$ cat src/rtl/hazard_pipe_ctrl.sv
// Hazard/forwarding controller for a 5-stage MIPS32 pipeline, built on a shadow scoreboard of post-ID stages.
// Stall/forward decisions are same-cycle combinational; ext_stall freezes everything. `HAZ_PERF_EN adds saturating perf counters.
module hazard_pipe_ctrl #(
  parameter int REG_AW = 5,
  parameter int DEPTH  = 3,
  parameter int CNT_W  = 16
) (
  input  logic              Clk,
  input  logic              Reset,
  input  logic              id_valid,
  input  logic [REG_AW-1:0] id_rs,
  input  logic [REG_AW-1:0] id_rt,
  input  logic              id_uses_rs,
  input  logic              id_uses_rt,
  input  logic [REG_AW-1:0] id_rd,
  input  logic              id_regwrite,
  input  logic              id_memread,
  input  logic              id_branch,
  input  logic              id_pcsrc,
  input  logic              ext_stall,
  output logic              pc_en,
  output logic              if_id_en,
  output logic              if_id_flush,
  output logic              id_ex_bubble,
  output logic [1:0]        ex_fwd_rs,
  output logic [1:0]        ex_fwd_rt,
  output logic              id_fwd_rs,
  output logic              id_fwd_rt,
`ifdef HAZ_PERF_EN
  output logic [CNT_W-1:0]  stall_cnt,
  output logic [CNT_W-1:0]  flush_cnt,
  output logic [CNT_W-1:0]  fwd_cnt,
`endif
  output logic              hazard_stall
);

  typedef struct packed {
    logic              valid;
    logic [REG_AW-1:0] rd;
    logic              regwrite;
    logic              memread;
    logic [REG_AW-1:0] rs;
    logic [REG_AW-1:0] rt;
    logic              uses_rs;
    logic              uses_rt;
  } sb_t;

  sb_t [DEPTH-1:0] r_sb;
  sb_t             w_id_entry;
  sb_t             w_e0, w_e1, w_e2;
  logic            w_m0_rs, w_m0_rt, w_m1_rs, w_m1_rt;
  logic            w_stall;
  logic [1:0]      w_ex_rs, w_ex_rt;
  logic            w_unused;

  function automatic logic f_match(input sb_t e, input logic [REG_AW-1:0] src, input logic uses);
    return e.valid && e.regwrite && (e.rd != '0) && (e.rd == src) && uses;
  endfunction

  // Youngest producer wins; stages past WB have already written the regfile.
  function automatic logic [1:0] f_ex_sel(input sb_t c, input sb_t p1, input sb_t p2,
                                          input logic [REG_AW-1:0] src, input logic uses);
    if (!c.valid)                     return 2'd0;
    else if (f_match(p1, src, uses))  return 2'd1;
    else if (f_match(p2, src, uses))  return 2'd2;
    else                              return 2'd0;
  endfunction

  assign w_id_entry = '{valid: 1'b1, rd: id_rd, regwrite: id_regwrite, memread: id_memread,
                        rs: id_rs, rt: id_rt, uses_rs: id_uses_rs, uses_rt: id_uses_rt};

  assign w_e0 = r_sb[0];
  assign w_e1 = r_sb[1];
  assign w_e2 = r_sb[2];
  assign w_unused = ^r_sb;

  assign w_m0_rs = f_match(w_e0, id_rs, id_uses_rs);
  assign w_m0_rt = f_match(w_e0, id_rt, id_uses_rt);
  assign w_m1_rs = f_match(w_e1, id_rs, id_uses_rs);
  assign w_m1_rt = f_match(w_e1, id_rt, id_uses_rt);

  assign w_stall = id_valid & (
                     (w_e0.memread & (w_m0_rs | w_m0_rt)) |
                     (id_branch & (w_m0_rs | w_m0_rt)) |
                     (id_branch & w_e1.memread & (w_m1_rs | w_m1_rt)));

  assign w_ex_rs = f_ex_sel(w_e0, w_e1, w_e2, w_e0.rs, w_e0.uses_rs);
  assign w_ex_rt = f_ex_sel(w_e0, w_e1, w_e2, w_e0.rt, w_e0.uses_rt);

  always_ff @(posedge Clk or negedge Reset) begin
    if (!Reset) begin
      r_sb <= '0;
    end else if (!ext_stall) begin
      r_sb[0] <= (id_valid && !w_stall) ? w_id_entry : sb_t'('0);
      for (int k = 1; k < DEPTH; k++) begin
        r_sb[k] <= r_sb[k-1];
      end
    end
  end

  always_comb begin
    pc_en        = 1'b0;
    if_id_en     = 1'b0;
    if_id_flush  = 1'b0;
    id_ex_bubble = 1'b1;
    ex_fwd_rs    = 2'd0;
    ex_fwd_rt    = 2'd0;
    id_fwd_rs    = 1'b0;
    id_fwd_rt    = 1'b0;
    hazard_stall = 1'b0;
    if (Reset) begin
      pc_en        = !(w_stall | ext_stall);
      if_id_en     = !(w_stall | ext_stall);
      // A stalled redirect is dropped here and re-resolved once the hazard clears.
      if_id_flush  = id_pcsrc & id_valid & !w_stall & !ext_stall;
      id_ex_bubble = w_stall & !ext_stall;
      ex_fwd_rs    = w_ex_rs;
      ex_fwd_rt    = w_ex_rt;
      id_fwd_rs    = w_m1_rs & !w_e1.memread;
      id_fwd_rt    = w_m1_rt & !w_e1.memread;
      hazard_stall = w_stall;
    end
  end

`ifdef HAZ_PERF_EN
  logic [CNT_W-1:0] r_stall_cnt, r_flush_cnt, r_fwd_cnt;

  always_ff @(posedge Clk or negedge Reset) begin
    if (!Reset) begin
      r_stall_cnt <= '0;
      r_flush_cnt <= '0;
      r_fwd_cnt   <= '0;
    end else begin
      if (id_ex_bubble && (r_stall_cnt != '1)) r_stall_cnt <= r_stall_cnt + CNT_W'(1);
      if (if_id_flush && (r_flush_cnt != '1))  r_flush_cnt <= r_flush_cnt + CNT_W'(1);
      if (((ex_fwd_rs != 2'd0) || (ex_fwd_rt != 2'd0)) && !ext_stall && (r_fwd_cnt != '1))
        r_fwd_cnt <= r_fwd_cnt + CNT_W'(1);
    end
  end

  assign stall_cnt = r_stall_cnt;
  assign flush_cnt = r_flush_cnt;
  assign fwd_cnt   = r_fwd_cnt;
`endif

endmodule

$ cat config.mk
export PLATFORM = sky130hd
export DESIGN_NAME = hazard_pipe_ctrl
export DESIGN_NICKNAME = d
export VERILOG_FILES = /design/src/rtl/hazard_pipe_ctrl.sv
export SDC_FILE = /design/constraint.sdc
export NUM_CORES = 1
export LEC_CHECK = 0
export CELL_PAD_IN_SITES_DETAIL_PLACEMENT = 0
export CELL_PAD_IN_SITES_GLOBAL_PLACEMENT = 2
export CORE_ASPECT_RATIO = 0.7
export CORE_MARGIN = 2
export CORE_UTILIZATION = 29
export CTS_BUF_LIST = sky130_fd_sc_hd__clkbuf_8
export DETAILED_ROUTE_END_ITERATION = 12
export PLACE_DENSITY = 0.79
export SLEW_MARGIN = 40
export SYNTH_ARGS = -nofsm -noshare
export SYNTH_HDL_FRONTEND = slang
export SYNTH_SLANG_ARGS = --single-unit
$ cat constraint.sdc
create_clock -name Clk -period 6.4 [get_ports Clk]
set_clock_uncertainty 0.15 [all_clocks]
set_input_delay 1.28 -clock Clk [delete_from_list [all_inputs] [get_ports Clk]]
set_output_delay 1.28 -clock Clk [all_outputs]
set_load 0.005 [all_outputs]
==> results.rst <==
.. list-table::
   :header-rows: 1

   * - Metric
     - Value
   * - VDD IR-drop max
     - 95.9 uV
   * - Crit path time final
     - 5.09 ns
   * - IO Pins
     - 36
   * - Leading area contributor after synthesis
     - dfrtp_1
   * - Share of final-layout standard cells stronger than drive strength 1
     - 14.1%
   * - Leakage power summed over all cells
     - 1.04 nW
   * - Wire length reported by the detailed router
     - 4610 um
   * - Adder-Cell Fraction of Synth Area
     - 0%
   * - Remaining global-route overflow
     - 0
   * - Sequential group share of total power
     - 51.7%
   * - Avg WL per Cell
     - 16.0 um
   * - Total CTS buffers
     - 5
   * - Cell-internal power
     - 380 uW
   * - Arrival time at the worst endpoint
     - 3.66 ns
   * - Flip-flop count of the largest register after layout
     - 35
   * - Gate family responsible for the most delay along the worst path
     - buffers and inverters
   * - Pwr per Cell Area
     - 222 mW/mm^2
   * - Sequential cell area fraction in the yosys report
     - 44.8%
   * - Required time of the worst setup path
     - 4.97 ns
   * - Mapped Area
     - 0.00196 mm^2
   * - Placeable core region
     - 0.00637 mm^2
   * - Top Registers
     - r_sb (35)
   * - Clock Latency Late Sink
     - 0.29 ns
   * - Clock network power share
     - 29.0%
   * - Starting Density
     - 30.7%
   * - Final design area excluding fillers
     - 0.00243 mm^2
   * - Register name with the most flops
     - r_sb
   * - Via density
     - 4.71
   * - Cell area after placement
     - 0.00234 mm^2
   * - Number of fillers in the final layout
     - 666
   * - Multi-input gate area
     - 992 um^2
   * - Number of hold violations in the final report
     - 0
   * - Post-route DRC
     - 0
   * - First DRT Iteration DRCs
     - 59
   * - Fin Setup TNS
     - 0 ns
   * - Number of vias in the routed layout
     - 1361
   * - CP Max Fanout
     - 21
   * - DP HPWL
     - 3470 um
   * - First-pass DRT Iterations
     - 4
   * - Final number of max-transition violations
     - 0
   * - Antenna-violating nets left
     - 0
   * - Area share of xor/xnor cells in the synthesized design
     - 17.9%
   * - Synth Register Bits
     - 35
   * - Worst-path cell chain
     - clkdlybuf4s50_1 -> xor2_1 -> nor4_1 -> and3_1 -> nor2_1 -> o311a_4 -> and3_1 -> clkdlybuf4s50_1
   * - Status
     - completed
   * - Maximum number of pins on one net before global-route repair
     - 38
   * - Most common cell after layout, fill and taps aside
     - dfrtp_1
   * - Total nets after synthesis
     - 190
   * - First-pass GRT wire length
     - 7440 um
   * - Area overhead of the layout relative to synthesis
     - 24.1%
   * - Slack of the worst reg-to-reg path
     - 4.14 ns
   * - Largest buffer count on any clock path
     - 2
   * - Vias in the first global route
     - 1360
   * - Floorplan row count
     - 24
   * - Synth unique cells
     - 31
   * - Post-synthesis share of cell area spent on and, or, nand and nor gates
     - 10.8%
   * - Number of cells on the worst reg-to-reg path
     - 6
   * - Synth warnings
     - 0
   * - Hold crit path type
     - register to register
   * - Max-Cap Viols
     - 0
   * - Synthesized instance count
     - 165
   * - Number of cells on the worst hold path
     - 1
   * - Clock edge transition at the registers on the reported setup and hold paths
     - 0.07 ns
   * - Number of antenna violations at the first check in global routing
     - 0
   * - Multiplexer share of the synthesized area
     - 8.64%
   * - Overall die area
     - 0.00743 mm^2
   * - Synth Area per Inst
     - 11.9 um^2
   * - Met3 track demand over resource
     - 3.35%
   * - Number of H-tree branching levels
     - 2
   * - Kind of end point of the critical path
     - output port
   * - Synth Area in Compound Gates
     - 13.4%
   * - Top library cells by usage in the layout, fill and taps aside
     - dfrtp_1 (35), clkdlybuf4s50_1 (34), xor2_1 (24)
   * - CP Class
     - primary input to output port
   * - Number of cells on the critical path
     - 8
   * - Setup repair after global routing missed its margin
     - no
   * - Max transition margin
     - 70.7%
   * - CP max stage delay
     - 0.51 ns
   * - Nets
     - 222
   * - Synth top area share
     - 44.8%
   * - Clock root cell
     - clkbuf_8
   * - Port buffer count
     - 35
   * - Highest-delay cell along the critical path
     - clkdlybuf4s50_1
   * - Fraction of power spent switching nets
     - 29.4%
   * - Count of hold-fix buffers inserted at cts
     - 0
   * - Die width
     - 102 um
   * - Count of endpoints failing setup in the final report
     - 0
   * - GRT busiest layer
     - met1
   * - Crit share post-route
     - 79.5%
   * - Buffer and inverter count on the worst path
     - 2
   * - Number of buffers inserted by post-CTS setup repair
     - 0
   * - ANT cells
     - 0
   * - Met1 routing resource usage after global routing
     - 20.4%
   * - M2 GR Usage
     - 18.7%
   * - Gpl congestion
     - 0.770
   * - Clock sinks
     - 35
   * - GRT Overall Usage
     - 13.4%
   * - Largest cells by area after synthesis
     - dfrtp_1 (45%), xor2_1 (11%), mux2_2 (8.6%), a22o_1 (8.5%), xnor2_1 (7.2%)
   * - Resized cells post-CTS
     - 0
   * - Height of the die
     - 72.7 um
   * - Combinational fraction of design power
     - 19.3%
   * - Transition at the pin with the smallest max-transition slack
     - 0.440 ns
   * - Top achievable clock speed
     - 196 MHz
   * - Net switching power
     - 158 uW
   * - Launching element type of the critical path
     - primary input
   * - Clock tree from TritonCTS
     - done
   * - Hold Worst Slack
     - 0.355 ns
   * - Main combinational cell family by area after synthesis
     - XOR/XNOR gates
   * - Sequential cell area
     - 876 um^2
worst paths after layout:
check / from / endpoint
min reg2reg: r_sb[53] / r_sb[53]
max reg2reg: r_sb[34] / r_sb[1]
min in group asynchronous: Reset / r_sb[12]
min: r_sb[53] / r_sb[53]
max in group asynchronous: Reset / r_sb[36]
max: id_rt[1] / if_id_flush
power by group through the flow:
stage | clock network, mW | logic, mW | registers (mW)
global placement | 0 | 0.103 | 0.283
CTS | 0.160 | 0.105 | 0.279
floorplan | 0 | 0.0836 | 0.265
detailed placement | 0 | 0.105 | 0.283
finish | 0.156 | 0.104 | 0.278
global route | 0.170 | 0.115 | 0.283
Yosys cell counts:
| library cell | n |
|---|---|
| a221o_1 | 1 |
| o211ai_1 | 1 |
| clkbuf_1 | 4 |
| o211ai_4 | 1 |
| o31ai_1 | 1 |
| nor2_1 | 2 |
| o311a_4 | 1 |
| or4_1 | 1 |
| xor2_1 | 24 |
| buf_4 | 3 |
| nor4bb_1 | 2 |
| nor2b_1 | 1 |
| a21o_1 | 1 |
| nand2_1 | 3 |
| nor3_1 | 5 |
| mux2_2 | 15 |
| xnor2_1 | 16 |
| and3_1 | 6 |
| a21bo_1 | 1 |
| or4_4 | 1 |
| buf_2 | 1 |
| a21oi_1 | 1 |
| nor4_1 | 6 |
| nand2b_1 | 1 |
| buf_6 | 4 |
| dfrtp_1 | 35 |
| o21ai_0 | 1 |
| and4_1 | 1 |
| nand3_1 | 4 |
| a22o_1 | 19 |
| nand4_1 | 2 |
per-stage QoR:
stage / setup WS, ns / utilization (%) / total power [mW] / instances
floorplan: 2.47 / - / 0.348 / 165
detailed placement: 1.31 / 36.8 / 0.388 / 281
CTS: 1.30 / 38.1 / 0.544 / 289
finish: 1.31 / 38.1 / 0.538 / 289
global route: 1.12 / 38.1 / 0.567 / 289
global placement: 1.33 / 36.8 / 0.386 / 281
final cells by class:
class,instances,share of cell area [%]
sequential,35,36.1
clock buffer,5,2.84
timing repair buffer,37,14.8
tap,91,4.69
multi-input combinational,118,40.9
clock inverter,3,0.670
per-layer routing:
layer  share of wire (%)  vias up
li1                    -      670
met3                 4.9        4
met4                0.59        0
met2                  41       35
met1                  53      652
met5                   0        -
cell families (layout without fill, tap and decap cells):
kind of cell | Yosys count | in the layout
multiplexers | 15 | 15
AND/OR/NAND/NOR | 35 | 35
XOR/XNOR | 40 | 40
flip-flops | 35 | 35
AO/OA/AOI/OAI | 28 | 28
buffers and inverters | 12 | 45
(Power assumes the default switching activity.)
==> edit, RTL diff (same settings) <==
Set the parameter `REG_AW` to 3 (it was 5).
--- a/src/rtl/hazard_pipe_ctrl.sv
+++ b/src/rtl/hazard_pipe_ctrl.sv
@@ -1,7 +1,7 @@
 // Hazard/forwarding controller for a 5-stage MIPS32 pipeline, built on a shadow scoreboard of post-ID stages.
 // Stall/forward decisions are same-cycle combinational; ext_stall freezes everything. `HAZ_PERF_EN adds saturating perf counters.
 module hazard_pipe_ctrl #(
-  parameter int REG_AW = 5,
+  parameter int REG_AW = 3,
   parameter int DEPTH  = 3,
   parameter int CNT_W  = 16
 ) (
Interface: changed (resized id_rd, id_rs and id_rt); port bits go from 36 to 30. The function was not compared with the original's and may differ.
==> edit against the original RTL <==
  * Worst hold slack improved by 0.015 ns
  * Register-to-register slack got worse by 0.04 ns
  * Non-clock buffer count decreased by 6
  * Wire length decreased by 23%
  * First-iteration DRC count decreased by 39%
  * Highest routed layer unchanged
  * Power decreased by 31%
  * Sequential cell count decreased by 10
  * Die area decreased by 22%
  * Worst setup slack got worse by 0.096 ns
  * Sequential share of layout area decreased by 2.7 points
  * Cell area decreased by 23%
  * Sequential power decreased by 29%
  * Area after synthesis decreased by 23%
==> edit: results (changes against the original RTL) <==
* Number of buffer cells added on primary ports at 29 (-17%)
* Clock edge transition at the registers on the reported setup and hold paths at 0.09 ns (+0.02 ns)
* Worst slack after detailed placement at 1.190 ns (-0.1198 ns)
* Combinational logic power at 77.9 uW (-25%)
* Latest clock arrival within the worst-skew pair at 0.27 ns (-0.02 ns)
* Outcome: finished clean
* RePlAce Congestion at 0.7349 (-4.5%)
* Share of power burned in combinational logic at 0.209 (+0.016)
* Detailed-route wire length per cell at 14.87 um (-6.8%)
* Maximum ir drop on the vdd rail at 0.08821 mV (-8.0%)
* Overall routing resource usage at 0.1294 (-0.004349)
* Max Fanout on Critical Path at 17 (-19%)
* Leakage at 0.0007215 uW (-31%)
* First-pass GRT wire length at 5.940 mm (-20%)
* Number of fillers in the final layout at 508 (-24%)
* Ranking of synthesized cells by instance count: 28 x nand2_1, 25 x dfrtp_1, 24 x xnor2_1, 11 x mux2_2, 8 x nand4_1
* Remaining max-slew budget at the tightest pin at 0.4744 (-0.2323)
* Placed cells at 235 (-16%)
* Pin count of the biggest net entering global routing at 21 (-45%)
* Detailed-placement wirelength estimate at 2.754 mm (-21%)
* Share of the yosys chip area belonging to registers at 0.4132 (-0.03463)
* Share of layout cells above drive strength 1 at 0.1706 (+0.02917)
* Switching Fraction at 0.2951 (+0.001486)
* Length of the first detailed-routing pass in iterations at 5 (+1)
* Clock buffers created by TritonCTS at 3 (-2)
## edit: layout make-up
type                    count  area, um2  area share
multi-input cells         109      812.0      0.4338
clock inverters             1      7.507    0.004011
inverters                   1      3.754    0.002005
repair buffers             31      295.3      0.1578
flip-flops and latches     25      625.6      0.3342
clock buffers               3      41.29     0.02206
well taps                  69      86.33     0.04612
## edit: cell families after synthesis
group           share of synthesized area
simple gates                       0.1612
buf+inv                           0.05041
flops                              0.4132
compound gates                     0.1545
xor+xnor                           0.1388
mux                               0.08182
## edit: path summary, 6_finish.rpt
path	startpoint	endpoint	slack (ns)	cells after the start
worst max-delay path	id_rt[2]	hazard_stall	1.21	7
worst min-delay path	r_sb[41]$_DFFE_PN0N_	r_sb[41]$_DFFE_PN0N_	0.37	1
worst max register to register	r_sb[25]$_DFFE_PN0N_	r_sb[13]$_DFFE_PN0N_	4.10	5
worst min register to register	r_sb[41]$_DFFE_PN0N_	r_sb[41]$_DFFE_PN0N_	0.37	1
max in group asynchronous	Reset	r_sb[13]$_DFFE_PN0N_	4.80	2
min in group asynchronous	Reset	r_sb[40]$_DFFE_PN0N_	0.78	1
## edit: metal layers
layer / up-vias / global-route usage / part of all wire
met5: - / 0 / 0
met4: 0 / 0.01731 / 0.0048
met3: 2 / 0.03953 / 0.049
met2: 26 / 0.2227 / 0.47
met1: 543 / 0.1659 / 0.48
li1: 565 / - / -
## edit: worst max-delay path, cell delays in order
cell             delay, ns
clkdlybuf4s50_1       0.55
xnor2_1               0.14
nand4_1               0.17
nand2_1               0.15
a41o_1                0.71
and3_1                0.25
clkdlybuf4s50_1       0.50
